**config.mk**
```make
export PLATFORM = sky130hd
export DESIGN_NAME = pipe_control_flat
export DESIGN_NICKNAME = d
export VERILOG_FILES = /design/src/rtl/pipe_control_pkg.sv /design/src/rtl/pipe_control_if.sv /design/src/rtl/pipe_control_decode.sv /design/src/rtl/pipe_control.sv /design/src/flat_wrapper.sv
export SDC_FILE = /design/constraint.sdc
export NUM_CORES = 1
export LEC_CHECK = 0
export CAP_MARGIN = 10
export CORE_UTILIZATION = 36
export CTS_BUF_LIST = sky130_fd_sc_hd__clkbuf_16
export DETAILED_ROUTE_END_ITERATION = 12
export GPL_TIMING_DRIVEN = 0
export HOLD_SLACK_MARGIN = 0.06
export PLACE_DENSITY = 0.75
export REMOVE_ABC_BUFFERS = 1
export SETUP_SLACK_MARGIN = 0.1
export SLEW_MARGIN = 20
export SYNTH_ARGS = -nofsm -noshare
export SYNTH_HDL_FRONTEND = slang
export SYNTH_SLANG_ARGS = --single-unit
export TNS_END_PERCENT = 100
```
**constraint.sdc**
```tcl
create_clock -name clock -period 1.8 [get_ports clock]
set_input_delay 0.18 -clock clock [delete_from_list [all_inputs] [get_ports clock]]
set_output_delay 0.18 -clock clock [all_outputs]
set_load 0.01 [all_outputs]
```
**src/rtl/pipe_control_pkg.sv**
```systemverilog
// Shared definitions for the mips32 pipeline control: control-word bit
// positions, opcode/func codes, the decode table and the stall FSM states.
package mips_ctrl_pkg;

  localparam int unsigned CTRL_W = 8;

  localparam int unsigned CB_ALU_SRC   = 7;
  localparam int unsigned CB_REG_DEST  = 5;  // two bits: [6:5]
  localparam int unsigned CB_MEM_READ  = 4;
  localparam int unsigned CB_MEM_WRITE = 3;
  localparam int unsigned CB_REG_WRITE = 2;
  localparam int unsigned CB_REG_SRC   = 0;  // two bits: [1:0]

  localparam logic [5:0] OP_RTYPE = 6'h00;
  localparam logic [5:0] OP_J     = 6'h02;
  localparam logic [5:0] OP_JAL   = 6'h03;
  localparam logic [5:0] OP_BEQ   = 6'h04;
  localparam logic [5:0] OP_BNE   = 6'h05;
  localparam logic [5:0] OP_ADDI  = 6'h08;
  localparam logic [5:0] OP_SLTI  = 6'h0A;
  localparam logic [5:0] OP_ANDI  = 6'h0C;
  localparam logic [5:0] OP_ORI   = 6'h0D;
  localparam logic [5:0] OP_LW    = 6'h23;
  localparam logic [5:0] OP_SW    = 6'h2B;
  localparam logic [5:0] FN_JR    = 6'h08;

  localparam logic [1:0] SRC_PC_IMM = 2'd0;
  localparam logic [1:0] SRC_IMM26  = 2'd1;
  localparam logic [1:0] SRC_REG    = 2'd2;

  localparam logic [1:0] CMP_NONE   = 2'd0;
  localparam logic [1:0] CMP_BEQ    = 2'd1;
  localparam logic [1:0] CMP_BNE    = 2'd2;
  localparam logic [1:0] CMP_ALWAYS = 2'd3;

  typedef enum logic {RUN = 1'b0, STALL = 1'b1} state_t;

  typedef struct packed {
    logic [CTRL_W-1:0] word;
    logic [1:0]        src;
    logic [1:0]        code;
  } decode_t;

  function automatic decode_t decode(input logic [5:0] opcode, input logic [5:0] func);
    decode_t d;
    d = '0;
    case (opcode)
      OP_RTYPE: begin
        if (func == FN_JR) begin
          d.src  = SRC_REG;
          d.code = CMP_ALWAYS;
        end else begin
          d.word = 8'h21;
        end
      end
      OP_J:    begin d.src = SRC_IMM26; d.code = CMP_ALWAYS; end
      OP_ADDI, OP_ANDI, OP_ORI, OP_SLTI: d.word = 8'h22;
      OP_BEQ:  d.code = CMP_BEQ;
      OP_BNE:  d.code = CMP_BNE;
      OP_JAL:  begin d.word = 8'h85; d.src = SRC_IMM26; d.code = CMP_ALWAYS; end
      OP_LW:   d.word = 8'hD6;
      OP_SW:   d.word = 8'h88;
      default: d = '0;
    endcase
    return d;
  endfunction

endpackage

```
**src/rtl/pipe_control_if.sv**
```systemverilog
// ID-stage decode inputs and pipeline control outputs of pipe_control.
interface pipe_control_if #(
  parameter int unsigned CONTROL_SIZE = 8,
  parameter int unsigned REG_ADDR_W   = 5
) ();
  logic [5:0]              opcode_id;
  logic [5:0]              func_id;
  logic [REG_ADDR_W-1:0]   rs_id;
  logic [REG_ADDR_W-1:0]   rt_id;
  logic [REG_ADDR_W-1:0]   rd_id;
  logic                    branch_eq;
  logic [1:0]              branch_src_id;
  logic [1:0]              compare_code_id;
  logic [CONTROL_SIZE-1:0] ctrl_ex;
  logic [1:0]              ctrl_mem;
  logic [2:0]              ctrl_wb;
  logic [REG_ADDR_W-1:0]   dest_ex;
  logic [REG_ADDR_W-1:0]   dest_mem;
  logic [REG_ADDR_W-1:0]   dest_wb;
  logic                    pc_write;
  logic                    ifid_write;
  logic                    ifid_flush;

  modport master (
    output opcode_id, func_id, rs_id, rt_id, rd_id, branch_eq,
    input  branch_src_id, compare_code_id, ctrl_ex, ctrl_mem, ctrl_wb,
           dest_ex, dest_mem, dest_wb, pc_write, ifid_write, ifid_flush
  );

  modport slave (
    input  opcode_id, func_id, rs_id, rt_id, rd_id, branch_eq,
    output branch_src_id, compare_code_id, ctrl_ex, ctrl_mem, ctrl_wb,
           dest_ex, dest_mem, dest_wb, pc_write, ifid_write, ifid_flush
  );
endinterface

```
**src/rtl/pipe_control_decode.sv**
```systemverilog
// Combinational opcode/func decoder producing the control word and branch info.
module ctrl_decode
  import mips_ctrl_pkg::*;
(
  input  logic [5:0]        opcode,
  input  logic [5:0]        func,
  output logic [CTRL_W-1:0] word,
  output logic [1:0]        branch_src,
  output logic [1:0]        compare_code
);
  decode_t dec;

  always_comb begin
    dec          = decode(opcode, func);
    word         = dec.word;
    branch_src   = dec.src;
    compare_code = dec.code;
  end
endmodule

```
**src/rtl/pipe_control.sv**
```systemverilog
// Pipeline control: decode, ID/EX/MEM/WB control registers, load-use stall
// FSM and IF/ID flush on taken branches/jumps.
module pipe_control
  import mips_ctrl_pkg::*;
#(
  parameter int unsigned CONTROL_SIZE = 8,
  parameter int unsigned REG_ADDR_W   = 5,
  parameter int unsigned LOAD_STALL   = 1,
  parameter int unsigned RA_REG       = 31
) (
  input  logic         clock,
  input  logic         reset,
  pipe_control_if.slave bus
);
  localparam int unsigned CNT_W = 2;

  logic [CTRL_W-1:0]       word_id;
  logic [1:0]              src_id;
  logic [1:0]              code_id;
  logic [REG_ADDR_W-1:0]   dest_id;
  logic                    taken;
  logic                    hazard;
  logic                    stall;

  state_t                  state_q, state_d;
  logic [CNT_W-1:0]        cnt_q, cnt_d;
  logic [CONTROL_SIZE-1:0] ctrl_ex_q, ctrl_ex_d;
  logic [4:0]              ctrl_mem_q, ctrl_mem_d;  // {MemRead, MemWrite, RegWrite, RegSrc}
  logic [2:0]              ctrl_wb_q, ctrl_wb_d;
  logic [REG_ADDR_W-1:0]   dest_ex_q, dest_ex_d;
  logic [REG_ADDR_W-1:0]   dest_mem_q, dest_mem_d;
  logic [REG_ADDR_W-1:0]   dest_wb_q, dest_wb_d;

  ctrl_decode u_decode (
    .opcode       (bus.opcode_id),
    .func         (bus.func_id),
    .word         (word_id),
    .branch_src   (src_id),
    .compare_code (code_id)
  );

  always_comb begin
    case (word_id[CB_REG_DEST +: 2])
      2'd0:    dest_id = bus.rd_id;
      2'd1:    dest_id = bus.rt_id;
      2'd2:    dest_id = REG_ADDR_W'(RA_REG);
      default: dest_id = '0;
    endcase

    taken = (code_id == CMP_ALWAYS)
         || ((code_id == CMP_BEQ) && bus.branch_eq)
         || ((code_id == CMP_BNE) && !bus.branch_eq);

    hazard = ctrl_ex_q[CB_MEM_READ] && ctrl_ex_q[CB_REG_WRITE] && (dest_ex_q != '0)
          && ((dest_ex_q == bus.rs_id) || (dest_ex_q == bus.rt_id));
    stall  = hazard || (state_q == STALL);

    // The detection cycle is itself the first bubble, so STALL only covers
    // the remaining LOAD_STALL-1 cycles and exits when the counter reaches 0.
    state_d = state_q;
    cnt_d   = cnt_q;
    case (state_q)
      RUN: begin
        if (hazard && (LOAD_STALL > 1)) begin
          state_d = STALL;
          cnt_d   = CNT_W'(LOAD_STALL - 1);
        end
      end
      STALL: begin
        cnt_d = cnt_q - 1'b1;
        if (cnt_d == '0) state_d = RUN;
      end
      default: state_d = RUN;
    endcase

    ctrl_ex_d  = stall ? '0 : CONTROL_SIZE'(word_id);
    dest_ex_d  = stall ? '0 : dest_id;
    ctrl_mem_d = {ctrl_ex_q[CB_MEM_READ], ctrl_ex_q[CB_MEM_WRITE],
                  ctrl_ex_q[CB_REG_WRITE], ctrl_ex_q[CB_REG_SRC +: 2]};
    dest_mem_d = dest_ex_q;
    ctrl_wb_d  = ctrl_mem_q[2:0];
    dest_wb_d  = dest_mem_q;

    bus.branch_src_id   = src_id;
    bus.compare_code_id = code_id;
    bus.pc_write        = !reset && !stall;
    bus.ifid_write      = !reset && !stall;
    bus.ifid_flush      = !reset && !stall && taken;
    bus.ctrl_ex         = ctrl_ex_q;
    bus.ctrl_mem        = ctrl_mem_q[4:3];
    bus.ctrl_wb         = ctrl_wb_q;
    bus.dest_ex         = dest_ex_q;
    bus.dest_mem        = dest_mem_q;
    bus.dest_wb         = dest_wb_q;
  end

  always_ff @(posedge clock) begin
    if (reset) begin
      state_q    <= RUN;
      cnt_q      <= '0;
      ctrl_ex_q  <= '0;
      ctrl_mem_q <= '0;
      ctrl_wb_q  <= '0;
      dest_ex_q  <= '0;
      dest_mem_q <= '0;
      dest_wb_q  <= '0;
    end else begin
      state_q    <= state_d;
      cnt_q      <= cnt_d;
      ctrl_ex_q  <= ctrl_ex_d;
      ctrl_mem_q <= ctrl_mem_d;
      ctrl_wb_q  <= ctrl_wb_d;
      dest_ex_q  <= dest_ex_d;
      dest_mem_q <= dest_mem_d;
      dest_wb_q  <= dest_wb_d;
    end
  end
endmodule

```
**src/flat_wrapper.sv**
```systemverilog
// flat-port wrapper written by rule: the top's interface ports become plain ports
module pipe_control_flat import mips_ctrl_pkg::*;
#(
  parameter int unsigned CONTROL_SIZE = 8,
  parameter int unsigned REG_ADDR_W   = 5,
  parameter int unsigned LOAD_STALL   = 1,
  parameter int unsigned RA_REG       = 31
)
  (clock, reset, bus_opcode_id, bus_func_id, bus_rs_id, bus_rt_id, bus_rd_id, bus_branch_eq, bus_branch_src_id, bus_compare_code_id, bus_ctrl_ex, bus_ctrl_mem, bus_ctrl_wb, bus_dest_ex, bus_dest_mem, bus_dest_wb, bus_pc_write, bus_ifid_write, bus_ifid_flush);
  pipe_control_if #(.CONTROL_SIZE(CONTROL_SIZE), .REG_ADDR_W(REG_ADDR_W)) bus_i ();
  input  logic clock;
  input  logic reset;
  input wire logic [$bits(bus_i.opcode_id)-1:0] bus_opcode_id;
  input wire logic [$bits(bus_i.func_id)-1:0] bus_func_id;
  input wire logic [$bits(bus_i.rs_id)-1:0] bus_rs_id;
  input wire logic [$bits(bus_i.rt_id)-1:0] bus_rt_id;
  input wire logic [$bits(bus_i.rd_id)-1:0] bus_rd_id;
  input wire logic [$bits(bus_i.branch_eq)-1:0] bus_branch_eq;
  output wire logic [$bits(bus_i.branch_src_id)-1:0] bus_branch_src_id;
  output wire logic [$bits(bus_i.compare_code_id)-1:0] bus_compare_code_id;
  output wire logic [$bits(bus_i.ctrl_ex)-1:0] bus_ctrl_ex;
  output wire logic [$bits(bus_i.ctrl_mem)-1:0] bus_ctrl_mem;
  output wire logic [$bits(bus_i.ctrl_wb)-1:0] bus_ctrl_wb;
  output wire logic [$bits(bus_i.dest_ex)-1:0] bus_dest_ex;
  output wire logic [$bits(bus_i.dest_mem)-1:0] bus_dest_mem;
  output wire logic [$bits(bus_i.dest_wb)-1:0] bus_dest_wb;
  output wire logic [$bits(bus_i.pc_write)-1:0] bus_pc_write;
  output wire logic [$bits(bus_i.ifid_write)-1:0] bus_ifid_write;
  output wire logic [$bits(bus_i.ifid_flush)-1:0] bus_ifid_flush;
  assign bus_i.opcode_id = bus_opcode_id;
  assign bus_i.func_id = bus_func_id;
  assign bus_i.rs_id = bus_rs_id;
  assign bus_i.rt_id = bus_rt_id;
  assign bus_i.rd_id = bus_rd_id;
  assign bus_i.branch_eq = bus_branch_eq;
  assign bus_branch_src_id = bus_i.branch_src_id;
  assign bus_compare_code_id = bus_i.compare_code_id;
  assign bus_ctrl_ex = bus_i.ctrl_ex;
  assign bus_ctrl_mem = bus_i.ctrl_mem;
  assign bus_ctrl_wb = bus_i.ctrl_wb;
  assign bus_dest_ex = bus_i.dest_ex;
  assign bus_dest_mem = bus_i.dest_mem;
  assign bus_dest_wb = bus_i.dest_wb;
  assign bus_pc_write = bus_i.pc_write;
  assign bus_ifid_write = bus_i.ifid_write;
  assign bus_ifid_flush = bus_i.ifid_flush;
  pipe_control #(.CONTROL_SIZE(CONTROL_SIZE), .REG_ADDR_W(REG_ADDR_W), .LOAD_STALL(LOAD_STALL), .RA_REG(RA_REG)) u_core (.clock(clock), .reset(reset), .bus(bus_i));
endmodule
```
* Word-level counts from Yosys, hierarchy flattened
Cells that the tools add are included.
** Storage, ports and cells
- Flip-flop bits (word level) :: 34
** Operators by class
- Bitwise operators :: 1
- Equal/unequal tests :: 18
- Add/subtract/negate cells :: 1
- Reductions and logical operators :: 22
- Multiplexer cells :: 7
** Operators by type and width (number)
- 8-bit case mux with 5 select lines :: 1
- 6-bit by 4-bit == test with 1-bit output, second input constant :: 5
- 5-bit case mux with 3 select lines :: 1
- 6-bit by 2-bit == test with 1-bit output, second input constant :: 2
- 6-bit by 3-bit == test with 1-bit output, second input constant :: 2
- 6-bit == test, second input constant :: 2
- 5-bit == test :: 2
- 2-bit case mux with 4 select lines :: 1
- 1-bit logical AND :: 7
- 2-bit == test, second input constant :: 3
- 6-bit logical NOT :: 1
- 6-bit two-way mux :: 1
- 2-bit OR reduction :: 3
- 5-bit nonzero test :: 1
- 2-bit by 1-bit == test with 1-bit output, second input constant :: 2
- 2-bit logical NOT :: 2
- 1-bit logical OR :: 4
- 4-bit two-way mux :: 1
- 2-bit case mux with 2 select lines :: 1
- 4-bit OR reduction :: 1
- 1-bit logical NOT :: 3
- 2-bit by 1-bit subtractor with 2-bit output, second input constant :: 1
- 1-bit two-way mux :: 1
- 1-bit inverter :: 1

* Depth between registers and ports, before layout
- Depth after elaboration :: 8
- Depth in mapped cells :: 7

* Hierarchy
Synthesis repeated with hierarchy kept, for this count alone.
** Unflattened totals
- Cell total of the unflattened synthesis :: 160
- Area, all modules :: 1515.2 um^2
** By module, submodules not included
- pipe_control :: area each 1285.0 um^2, seq. area each 680.7 um^2, instances 1, cells an instance 126
- ctrl_decode :: area each 230.2 um^2, seq. area each 0.0 um^2, instances 1, cells an instance 34

* Least setup slack after synthesis
No wires, ideal clock.
- Kind :: register to output
- Start :: reg u_core.dest_ex_q[0], in the netlist u_core.bus.dest_ex[0]
- End :: out bus_pc_write
- Slack :: -134 ps
- Stages on the path, launching flop included :: 7
- Data required time :: 1620 ps
- Arrival :: 1754 ps
- Buffers on the path :: 2
- Path through :: dfxtp_1 or3_1 o311a_1 a211o_1 buf_6 inv_1 buf_4
** Between the ends
- Word-level cells in the longest chain between the ends :: 6
- Elaborated cells on any way between the ends :: 9
** RTL lines
- start: declaration :: RTL line pipe_control.sv:30 : logic [REG_ADDR_W-1:0] dest_ex_q, dest_ex_d;
- start signal: assignment :: RTL line pipe_control.sv:113 : dest_ex_q <= dest_ex_d;
- 5-bit == test / 5-bit nonzero test (equally long branches) :: RTL line pipe_control.sv:55, pipe_control.sv:54
- 1-bit logical OR / 1-bit logical AND (equally long branches) :: RTL line pipe_control.sv:55, pipe_control.sv:54
- 1-bit logical AND (*) :: RTL line pipe_control.sv:55 : && ((dest_ex_q == bus.rs_id) || (dest_ex_q == bus.rt_id));
- 1-bit logical OR (*) :: RTL line pipe_control.sv:56 : stall = hazard || (state_q == STALL);
- 1-bit logical NOT (*)
- 1-bit logical AND (*)
- end: declaration :: RTL line flat_wrapper.sv:27 : output wire logic [$bits(bus_i.pc_write)-1:0] bus_pc_write;
Mark *: on every way between the ends. The rest lies on a longest branch, timed or not.

* Worst setup path in the final report
- Start :: reg u_core.dest_ex_q[2], in the netlist u_core.bus.dest_ex[2]
- End :: out bus_ifid_flush
** Between the ends
- Word-level cells in the longest chain between the ends :: 7
- Elaborated cells on any way between the ends :: 10
** RTL lines
- 5-bit == test / 5-bit nonzero test (equally long branches) :: RTL line pipe_control.sv:55, pipe_control.sv:54
- 1-bit logical OR / 1-bit logical AND (equally long branches) :: RTL line pipe_control.sv:55, pipe_control.sv:54
- 1-bit logical AND (*) :: RTL line pipe_control.sv:55
- 1-bit logical OR (*) :: RTL line pipe_control.sv:56
- 1-bit logical NOT (*) :: RTL line pipe_control.sv:88 : bus.ifid_flush = !reset && !stall && taken;
- 1-bit logical AND (*) (2 in a row) :: RTL line pipe_control.sv:88
- end: declaration :: RTL line flat_wrapper.sv:29 : output wire logic [$bits(bus_i.ifid_flush)-1:0] bus_ifid_flush;
Marked as above.

==> flow_summary.yaml <==
outcome:
  status: "complete, but fails checks"
  violations: "negative setup slack"
clock_tree:
  clk_pin_slew_ns: 0.05
  clock-sinks: 33
  cts_max_level: 2
  clk_path_buf_depth: 2
  cts_buffers: 5
  cts-root-buf: "clkbuf_16"
  cts_tree: "done"
  postCtsHoldBufs: 0
  clk_latency_ns: 0.27
worst_setup_path:
  end_kind: "output pin"
  cp-startpoint: "u_core.bus.dest_ex[2]$_SDFF_PN0_"
  r2r-start: "u_core.bus.dest_ex[2]$_SDFF_PN0_"
  cp.required_ns: 1.62
  crit_arrival_ns: 1.99
  critPathKind: "reg2out"
  crit_fanout: 4
  critPathLaunchType: "flop"
die:
  rows: 22
  coreArea_sq_um: 3660
  dieArea_sq_um: 4090
  die_w_um: 63.9
  fp.dieH_um: 63.9
  io_pins: 65
  initial_core_util_pct: 37.7
detailed_routing:
  vias: 1196
  final_antenna_net_count: 0
  drc_errors: 0
  post_drt_wl_per_cell_um: 11.2
  via_per_inst: 4.56
  wl_um: 2930
  first_pass_iters: 3
  drt_iter0_drc: 22
grt:
  grt_pass1_wl_um: 4840
  grt_pass1_vias: 1149
  antenna_found_initial: 0
  overflow: 0
  groute.usage.overall_pct: 15.8
  grt_max_degree: 23
min_path:
  hold_class: "in2reg"
  hp-start: "bus_opcode_id[4]"
synthesis:
  synth_warnings: 0
  netlist_area_sq_um: 1380
  ys_seq_area_share_pct: 47.8
  synth_seq_cells: 33
  synth_cell_types: 31
  syn_inst: 145
  synth.avg_cell_area_sq_um: 9.53
  synth_flop_cell: "dfxtp_1"
  async_reset_ff_share_pct: 0
  synth-edff-count: 0
sta:
  rsz0062_at_grt: "true"
  hold_viol_final: 0
  setup_viol: 15
  fin_skew_ns: 0.00226
  worst_slack_ns: -0.372
  fin_crit_sh_pct: 121
  slew_viol_final: 0
  slew_headroom_pct: 51.0
  worst_pin_slew_ns: 0.733
  fmax_mhz: 461
  period_needed_ns: 2.17
placement:
  post-place-cells: 248
  gp_congestion: 0.780
  port-buffer-count: 64
  hpwlAfterDp_um: 2020
layout:
  synthToLayoutAreaGrowth_pct: 66.6
  finish.utilization_pct: 62.9
  num_antenna_cells: 0
  drive_gt1_share_pct: 21.0
  final_nets: 244
  layoutNonFillerInstCount: 262
power:
  power_density_nw_per_um2: 777
  p_leak_nw: 0.889
  irDropWorstVdd_mv: 0.373
job:
  cap_violations: 0
## layer usage
metal  track usage (%)  wire length, um  vias up
met1              16.0             1270      529
met5                 0                0        -
met4              10.2               60        0
met2              27.5             1410       43
met3              5.18              188        5
li1                  -                -      619
## cells in the mapped netlist, types with 4 or more instances
master / instances / area share, %
nor2_1: 19 / 5.2
nand2_1: 8 / 2.2
o21ai_0: 4 / 1.4
inv_1: 7 / 1.9
a211oi_2: 6 / 5.4
buf_4: 4 / 2.2
xnor2_1: 11 / 7.0
nor2b_1: 18 / 8.2
nand3_1: 4 / 1.4
dfxtp_1: 33 / 48
## registers in the layout, indices dropped and copies added (netlist names)
name                 count
u_core.bus.ctrl_ex       7
u_core.bus.dest_ex       5
u_core.bus.dest_mem      5
u_core.bus.dest_wb       5
u_core.ctrl_mem_q        5
u_core.bus.ctrl_wb       3
u_core.cnt_q             2
u_core.state_q           1
## cell families (layout without fill, tap and decap cells)
family,Yosys count,in the layout,share of synthesized area (%)
xor gates and xnor gates,11,11,6.97
DFF,33,33,47.8
adders and majority gates,1,1,0.906
buffers and inverters,16,85,6.61
AOI/OAI and AO/OA,20,20,12.8
muxes,1,1,0.725
and+or+nand+nor,63,63,24.2
## worst paths after layout
path,cells after the start,to,slack (ns)
max,5,bus_ifid_flush,-0.37
min,2,u_core.bus.ctrl_ex[1]$_SDFF_PN0_,0.23
max reg2reg,6,u_core.bus.ctrl_ex[1]$_SDFF_PN0_,-0.11
min reg2reg,1,u_core.bus.ctrl_wb[2]$_SDFF_PP0_,0.43
## placed cells by master (no fill, tap or decap), drive strengths merged
cell type / Yosys / final
a211o: 1 / 1
a211oi: 7 / 7
a21oi: 3 / 3
buf: 7 / 9
clkbuf: 2 / 8
clkdlybuf4s15: 0 / 5
clkdlybuf4s50: 0 / 48
clkinv: 0 / 2
dfxtp: 33 / 33
dlygate4sd2: 0 / 3
dlymetal6s2s: 0 / 2
ha: 1 / 1
inv: 7 / 8
mux2i: 1 / 1
nand2: 8 / 8
nand2b: 1 / 1
nand3: 4 / 4
nor2: 19 / 19
nor2b: 18 / 18
nor3: 3 / 3
nor3b: 1 / 1
nor4: 3 / 3
o21ai: 4 / 4
o21ba: 1 / 1
o221ai: 1 / 1
o22ai: 1 / 1
o311a: 1 / 1
o31a: 1 / 1
or3: 3 / 3
or4: 2 / 2
or4b: 1 / 1
xnor2: 11 / 11
## timing repair
action | 4_1_cts | 5_1_grt
pin swaps | 5 | 7
gates resized for setup | 49 | 16
setup endpoints to repair | 19 | 19
setup buffers | 4 | 2
## stage by stage
stage / instance area [sq um] / hold slack (ns) / worst slack [ns] / power (mW) / setup TNS (ns)
floorplan: 1320 / 0.252 / -0.164 / 0.864 / -0.272
global route: 2300 / 0.231 / -0.402 / 1.88 / -2.42
global placement: 2020 / 0.418 / -0.871 / 1.00 / -8.15
finish: 2300 / 0.229 / -0.372 / 1.79 / -1.91
CTS: 2260 / 0.427 / -0.411 / 1.80 / -1.48
detailed placement: 2020 / 0.423 / -0.865 / 1.01 / -8.33
## final cells by class
type	count	area, sq um
fill	318	1360
multi-input combinational	96	732
timing repair buffer	70	674
sequential	33	669
clock buffer	5	125
tap	48	60.1
inverter	7	26.3
clock inverter	3	13.8
## where the power goes
part           internal (mW)  switching (mW)
logic                  0.142           0.106
registers              0.751          0.0147
clock network          0.500           0.273
total                   1.39           0.394
## critical path, cell delays in order (launching register included)
cell	delay (ns)
dfxtp_4	0.34
or3_1	0.37
o311a_1	0.32
a211o_4	0.38
o21ba_4	0.23
buf_6	0.09
No activity file was read; power rests on OpenSTA's default activity.
